[config.mk]
export PLATFORM = sky130hd
export DESIGN_NAME = pkt_gen
export DESIGN_NICKNAME = d
export VERILOG_FILES = /design/src/rtl/pkt_gen_pkg.sv /design/src/rtl/pkt_gen.sv
export SDC_FILE = /design/constraint.sdc
export NUM_CORES = 1
export LEC_CHECK = 0
export BUFFER_PORTS_ARGS = -buffer_cell sky130_fd_sc_hd__buf_4
export CAP_MARGIN = 20
export CORE_AREA = 2 2 261 263
export CTS_CLUSTER_DIAMETER = 50
export DETAILED_ROUTE_END_ITERATION = 10
export DIE_AREA = 0 0 263 265
export PLACE_DENSITY = 0.43
export RECOVER_POWER = 100
export SLEW_MARGIN = 20
export SYNTH_ARGS = -nofsm -noshare
export SYNTH_HDL_FRONTEND = slang
export SYNTH_SLANG_ARGS = --single-unit
export TNS_END_PERCENT = 50
[constraint.sdc]
create_clock -name clk -period 9.6 [get_ports clk]
set_input_delay 1.44 -clock clk [delete_from_list [all_inputs] [get_ports clk]]
set_output_delay 1.44 -clock clk [all_outputs]
set_load 0.02 [all_outputs]
[src/rtl/pkt_gen_pkg.sv]
// Shared definitions for the packet generator: FSM state encoding and the
// 32-bit data pattern word layout.
package pkt_gen_pkg;

  typedef enum logic [1:0] {
    IDLE = 2'd0,
    SEND = 2'd1,
    GAP  = 2'd2
  } state_t;

  localparam int WORD_W = 32;
  localparam int IDX_W  = 16;

  // Packet index in the upper half, beat index in the lower half.
  function automatic logic [WORD_W-1:0] pattern_word(input logic [IDX_W-1:0] pkt_idx,
                                                     input logic [IDX_W-1:0] beat_idx);
    return {pkt_idx, beat_idx};
  endfunction

endpackage

[src/rtl/pkt_gen.sv]
// AXI4-Stream packet generator: emits runs of fixed-length packets carrying a
// {packet,beat} counting pattern, with optional idle gaps and graceful abort.
module pkt_gen
  import pkt_gen_pkg::*;
#(
  parameter int DW = 512
) (
  input  logic            clk,
  input  logic            resetn,
  input  logic            start,
  input  logic            abort,
  input  logic [31:0]     cfg_packets,
  input  logic [15:0]     cfg_beats,
  input  logic [7:0]      cfg_gap,
  output logic            busy,
  output logic [31:0]     pkt_sent,
  output logic [DW-1:0]   AXIS_TDATA,
  output logic [DW/8-1:0] AXIS_TKEEP,
  output logic            AXIS_TLAST,
  output logic            AXIS_TVALID,
  input  logic            AXIS_TREADY
);

  state_t      state, state_next;
  logic [31:0] pkts_cfg;
  logic [15:0] beats_cfg;
  logic [7:0]  gap_cfg;
  logic [15:0] beat_cnt;
  logic [7:0]  gap_cnt;
  logic        abort_pend;
  logic        accept, handshake, last_beat, run_done;

  always_comb begin
    state_next = state;
    accept     = 1'b0;
    handshake  = (state == SEND) && AXIS_TREADY;
    last_beat  = (beat_cnt == beats_cfg - 16'd1);
    run_done   = (pkt_sent + 32'd1 == pkts_cfg) || abort_pend || abort;
    case (state)
      IDLE: begin
        // busy stays high for one IDLE cycle after a run, so it also gates start
        if (start && !busy && cfg_packets != 32'd0 && cfg_beats != 16'd0) begin
          accept     = 1'b1;
          state_next = SEND;
        end
      end
      SEND: begin
        if (handshake && last_beat) begin
          if (run_done)             state_next = IDLE;
          else if (gap_cfg != 8'd0) state_next = GAP;
          else                      state_next = SEND;
        end
      end
      GAP: begin
        if (abort)                             state_next = IDLE;
        else if (gap_cnt == gap_cfg - 8'd1)    state_next = SEND;
      end
      default: state_next = IDLE;
    endcase
  end

  always_ff @(posedge clk) begin
    if (!resetn) state <= IDLE;
    else         state <= state_next;
  end

  always_ff @(posedge clk) begin
    if (!resetn) begin
      busy       <= 1'b0;
      pkt_sent   <= 32'd0;
      pkts_cfg   <= 32'd0;
      beats_cfg  <= 16'd0;
      gap_cfg    <= 8'd0;
      beat_cnt   <= 16'd0;
      gap_cnt    <= 8'd0;
      abort_pend <= 1'b0;
    end else begin
      case (state)
        IDLE: begin
          busy <= accept;
          if (accept) begin
            pkts_cfg  <= cfg_packets;
            beats_cfg <= cfg_beats;
            gap_cfg   <= cfg_gap;
            pkt_sent  <= 32'd0;
            beat_cnt  <= 16'd0;
            gap_cnt   <= 8'd0;
          end
        end
        SEND: begin
          if (handshake) begin
            if (last_beat) begin
              beat_cnt <= 16'd0;
              pkt_sent <= pkt_sent + 32'd1;
            end else begin
              beat_cnt <= beat_cnt + 16'd1;
            end
          end
        end
        GAP: gap_cnt <= (state_next == GAP) ? gap_cnt + 8'd1 : 8'd0;
        default: ;
      endcase
      // An abort in SEND waits for the packet's TLAST; leaving the run clears it
      if (state_next == IDLE)             abort_pend <= 1'b0;
      else if (state == SEND && abort)    abort_pend <= 1'b1;
    end
  end

  assign AXIS_TVALID = (state == SEND);
  assign AXIS_TLAST  = (state == SEND) && last_beat;
  assign AXIS_TKEEP  = '1;
  assign AXIS_TDATA  = {(DW/WORD_W){pattern_word(pkt_sent[IDX_W-1:0], beat_cnt)}};

endmodule

## Word-level counts from Yosys, hierarchy flattened

Cells that the tools add are included.

- Register bits: 116
- Output and inout bits: 611
- Word-level logic and storage cells: 66

- Add/sub/neg operators: 5
- Equality and inequality tests: 9
- Muxes and demuxes: 20
- Bitwise logic cells: 1
- Reduce and logical (&&, ||, !) cells: 22

Operator list:

| operator | number |
|---|---|
| $mux W32 | 3 |
| $pmux W32 S2 | 1 |
| $mux W16 | 3 |
| $add A32 B1 Y32 const B | 1 |
| $eq A32 B32 Y1 | 1 |
| $pmux W16 S2 | 1 |
| $reduce_bool A32 Y1 | 1 |
| $add A16 B1 Y16 const B | 1 |
| $eq A16 B16 Y1 | 1 |
| $mux W8 | 2 |
| $pmux W8 S2 | 1 |
| $reduce_bool A16 Y1 | 1 |
| $sub A16 B1 Y16 const B | 1 |
| $mux W2 | 6 |
| $add A8 B1 Y8 const B | 1 |
| $eq A8 B8 Y1 | 1 |
| $reduce_bool A8 Y1 | 1 |
| $sub A8 B1 Y8 const B | 1 |
| $logic_and A1 B1 Y1 | 7 |
| $pmux W2 S3 | 1 |
| $eq A2 B2 Y1 const B | 2 |
| $logic_not A2 Y1 | 2 |
| $ne A2 B1 Y1 const B | 2 |
| $reduce_and A2 Y1 | 2 |
| 10 further kinds | 13 |

## Logic depth before layout (Yosys ltp)

- Depth after elaboration: 10
- Mapped depth: 11

## Least setup slack after synthesis

No wires, ideal clock.

- Kind: reg-to-output
- Start point: register beats_cfg[2]
- End point: output port AXIS_TLAST
- Arrival time: 2.963 ns
- Path slack: 5.197 ns
- Cell stages (with the launch flop): 9
- Path through: dfxtp_1 buf_6 or4_1 buf_2 or3_1 or4b_1 o311a_1 or4_4 nor3_2

- Cells in the longest elaborated chain, start to end: 3

Ends and longest elaborated chain:

| element | line | RTL |
|---|---|---|
| from (decl) | pkt_gen.sv:26 | `logic [15:0] beats_cfg;` |
| from (signal assigned) | pkt_gen.sv:83 | `beats_cfg <= cfg_beats;` |
| $sub A16 B1 Y16 | pkt_gen.sv:37 | `last_beat = (beat_cnt == beats_cfg - 16'd1);` |
| $eq A16 B16 Y1 | pkt_gen.sv:37 |  |
| $logic_and A1 B1 Y1 | pkt_gen.sv:110 | `assign AXIS_TLAST = (state == SEND) && last_beat;` |
| to (decl) | pkt_gen.sv:19 | `output logic AXIS_TLAST,` |

Every way passes these cells.

## Worst setup path in the final report

- Start point: input port cfg_beats[0]
- End point: register pkt_sent[7]

- Cells in the longest elaborated chain, start to end: 6

Ends and longest elaborated chain:

| element | line | RTL |
|---|---|---|
| from (decl) | pkt_gen.sv:13 | `input logic [15:0] cfg_beats,` |
| $reduce_bool A16 Y1 | pkt_gen.sv:42 | `if (start && !busy && cfg_packets != 32'd0 && cfg_beats != 16'd0) begin` |
| $logic_and A1 B1 Y1 | pkt_gen.sv:42 |  |
| $mux W1 | pkt_gen.sv:42 |  |
| $mux W1 | pkt_gen.sv:39 | `case (state)` |
| $ne A2 B2 Y1 (no line) | - |  |
| $reduce_and A4 Y1 (no line) | - |  |
| to (signal assigned) | pkt_gen.sv:94 | `pkt_sent <= pkt_sent + 32'd1;` |
| to (decl) | pkt_gen.sv:16 | `output logic [31:0] pkt_sent,` |

Every way passes these cells.
A chain may end at the register's enable or synchronous reset.

==> run metrics <==
Inserted Clock Buffers=17; number of setup buffers added after CTS=0; Most used DFF post-synth=sky130_fd_sc_hd__dfxtp_1; worst min-delay path class=reg -> reg; Max-cap violations=3; cells after synthesis=1422; Cell Int Power=1030 uW; fraction of final layout cells with drive strength greater than 1=0.0737; worst setup path endpoint=pkt_sent[7]; Cell Rows=95; WL/cell=16.3 um; required time at the worst-slack endpoint=9.93 ns; Power Density=131 nW/um^2; grt met1 use=0.122; global route total overflow=0; Most Crowded Layer GR=met2; cell-by-cell trace of the critical path=clkbuf_4 > nor4_1 > nand4_1 > o211ai_1 > clkbuf_1 > nand2_1 > nand3_1 > nor3_1 > and3_1 > a221o_1; sw frac=0.301; vertical die dimension=265 um; startpoint of the worst-slack reg-to-reg timing path=state[1]; Starting Density=0.168; source-to-sink clock delay at the later pin of the worst-skew pair=0.44 ns; post_cts resized=0; final worst setup slack=2.78 ns; number of global-route vias before repair=8130; Distinct cells, synth=74; residual antenna-violating net count after detailed routing=0; worst IR drop on VDD=105 uV; DR iter-0 viols=462; clock network fraction of design power=0.453; Reg power frac=0.360; share of the cycle needed by the critical path after routing=0.711; number of storage elements in the synthesis netlist=116; number of buffers on the longest clock path=2; power share of the combinational group=0.187; static leakage=0.00415 uW; worst hold path stage count=2; endpoint kind of the worst setup timing path=register; total standard cell area after synthesis=11200 sq um; RSZ-0062 raised after global routing=false; count of flip-flops with a built-in enable after synthesis=0; wirelength, routed=39.0 mm; Fin. Hold Viols=0; critical path class=in -> reg; crit-path max FO=42; worst slew margin relative to its limit=-1.06; Slew Viols, Final=87; half-perimeter wire length after detailed placement=30.6 mm; measured slew at the worst slew-check pin=3.09 ns; # H-tree levels=4; Worst Reg2Reg Path Length in Cells=8; number of nets in the layout=1575; run status=complete, but fails checks; maximum single-stage delay on the critical path=2.19 ns; M3 GR Usage=0.0411; largest net degree at the start of global routing=43; flop-to-flop setup slack=4.17 ns; terminus of the critical flop-to-flop path=pkt_sent[21]; area share of the largest cell type after synthesis=0.375; shortest clock period the worst path allows after layout=6.82 ns; Layout Area Growth over Synthesis=0.670%; Psw=444 uW; Max Fclk=0.147 GHz; port bufs=607; count of hold-fix buffers inserted at cts=0; CP max stage cell=sky130_fd_sc_hd__clkbuf_1; DIE WIDTH=263 um; number of buffers and inverters on the critical path=2; core outline area=66800 sq um; met2 demand-to-capacity share in global routing=0.169; clock transition at the registers of the reported paths=0.06 ns; via count=9034; type of origin of the critical path=primary input; most numerous cell in the Yosys netlist=sky130_fd_sc_hd__buf_4; Pre-antenna DRT Iters=5; setup violation total in the final timing report=0; arrival time reported for the critical path endpoint=7.15 ns; TritonCTS clock tree=built; largest cells by area after synthesis=sky130_fd_sc_hd__buf_4 38%, sky130_fd_sc_hd__dfxtp_1 21%, sky130_fd_sc_hd__mux2i_1 5.3%; share of synthesized flip-flops with an asynchronous set or reset=0; die area=69700 sq um; Setup crit start=cfg_beats[0]; via density per instance=3.77; global-route wire length before repair=54.3 mm; Clock Sinks=116; synth cell count leaders=560 x sky130_fd_sc_hd__buf_4, 116 x sky130_fd_sc_hd__dfxtp_1, 112 x sky130_fd_sc_hd__nor2_1, 59 x sky130_fd_sc_hd__mux2i_1, 55 x sky130_fd_sc_hd__nand2_1; Clock Root Buffer=sky130_fd_sc_hd__clkbuf_16; final worst clock skew=0.00940 ns; Setup Slack @ Placement=4.35 ns; IO Pins=672; final weighted congestion of routability-driven global placement=0.806; GRT Util Overall=0.103; Synthesis Warnings=0; initial antenna violation count=6; aggregate negative setup slack=0 ns; number of cells on the critical path=10; violated checks=capacitance limit, slew limit; Crit path max-delay family=simple AND/OR/NAND/NOR gates; residual DRC count=0; fraction of the yosys area taken by sequential cells=0.207; Avg Inst Size Synth=7.88 sq um; largest area contributor in the netlist=sky130_fd_sc_hd__buf_4
==> per-layer routing <==
layer	vias up	wire length (um)
met5	-	58
met4	10	693
met3	46	3470
met2	360	18300
met1	4246	16500
li1	4372	-
==> state kept, by name, indices dropped and copies added, names as in the netlist <==
signal / count
busy: 1
gap_cnt: 8
state: 2
beats_cfg: 16
beat_cnt: 16
gap_cfg: 8
pkt_sent: 32
pkts_cfg: 32
abort_pend: 1
==> metrics by stage <==
| step | hold WS, ns | util | instance area [sq um] | cells | total power, uW |
|---|---|---|---|---|---|
| 2_1_floorplan | 0.471 | - | 11400 | 1485 | 769 |
| 5_1_grt | 0.543 | 0.169 | 11300 | 2393 | 1550 |
| 3_5_place_dp | 0.494 | 0.191 | 12700 | 2363 | 830 |
| 3_3_place_gp | 0.482 | 0.191 | 12700 | 2363 | 827 |
| 6_report | 0.505 | 0.169 | 11300 | 2394 | 1470 |
| 4_1_cts | 0.507 | 0.200 | 13300 | 2393 | 1510 |
==> worst reg2reg max path, stage by stage, from the launching register on <==
cell and delay [ns]:
sky130_fd_sc_hd__dfxtp_1 0.36, sky130_fd_sc_hd__nor4b_1 0.47, sky130_fd_sc_hd__o211ai_1 0.18, sky130_fd_sc_hd__clkbuf_1 1.16
sky130_fd_sc_hd__nand2_1 0.82, sky130_fd_sc_hd__nand3_1 0.17, sky130_fd_sc_hd__nor3_1 1.71, sky130_fd_sc_hd__o21ai_0 0.31
sky130_fd_sc_hd__o21ai_0 0.17
==> power groups by stage <==
stage          registers (uW)  logic, uW  clock network (uW)
6_report                  530        276                 667
5_1_grt                   535        304                 709
4_1_cts                   532        289                 688
3_5_place_dp              542        288                   0
3_3_place_gp              541        286                   0
2_1_floorplan             532        237                   0
==> cell type report <==
type                       instances  area (sq um)
fill                            8254         55500
multi-input combinational        733          4600
timing repair buffer             614          2560
sequential                       116          2320
tap                              873          1090
clock buffer                      21           470
clock inverter                     9           129
inverter                          27           101
antenna                            1          2.50
==> placed cells by master (no fill, tap or decap), types with 17 or more instances in the layout <==
cell                          n
sky130_fd_sc_hd__a21oi_1     22
sky130_fd_sc_hd__buf_4       67
sky130_fd_sc_hd__clkbuf_1   547
sky130_fd_sc_hd__clkbuf_16   17
sky130_fd_sc_hd__conb_1      64
sky130_fd_sc_hd__dfxtp_1    116
sky130_fd_sc_hd__inv_1       26
sky130_fd_sc_hd__mux2i_1     59
sky130_fd_sc_hd__nand2_1     55
sky130_fd_sc_hd__nand3_1     36
sky130_fd_sc_hd__nand4_1     26
sky130_fd_sc_hd__nor2_1     112
sky130_fd_sc_hd__nor3_1      24
sky130_fd_sc_hd__nor4_1      28
sky130_fd_sc_hd__o21ai_0     32
sky130_fd_sc_hd__xnor2_1     48
sky130_fd_sc_hd__xor2_1      40
==> cell families (layout without fill, tap and decap cells) <==
family                     count (synthesis)  in the layout  synth area share
buffers and inverters                    636            671             0.402
and+or+nand+nor                          364            364             0.168
xor gates and xnor gates                  88             88            0.0688
other                                      1             65          0.000335
DFF                                      116            116             0.207
AOI/OAI and AO/OA                        153            153            0.0952
adders and majority gates                  5              5           0.00558
muxes                                     59             59            0.0527
==> how the worst min path moves through the flow <==
| stage | from | endpoint | slack, ns |
|---|---|---|---|
| after detailed placement | busy | busy | 0.49 |
| after floorplan | gap_cnt[7] | gap_cnt[7] | 0.47 |
| after CTS | busy | busy | 0.51 |
| final | busy | busy | 0.50 |
| after global routing | busy | busy | 0.54 |
| after global placement | busy | busy | 0.48 |
Note: power is estimated with default switching activity, not from simulation.
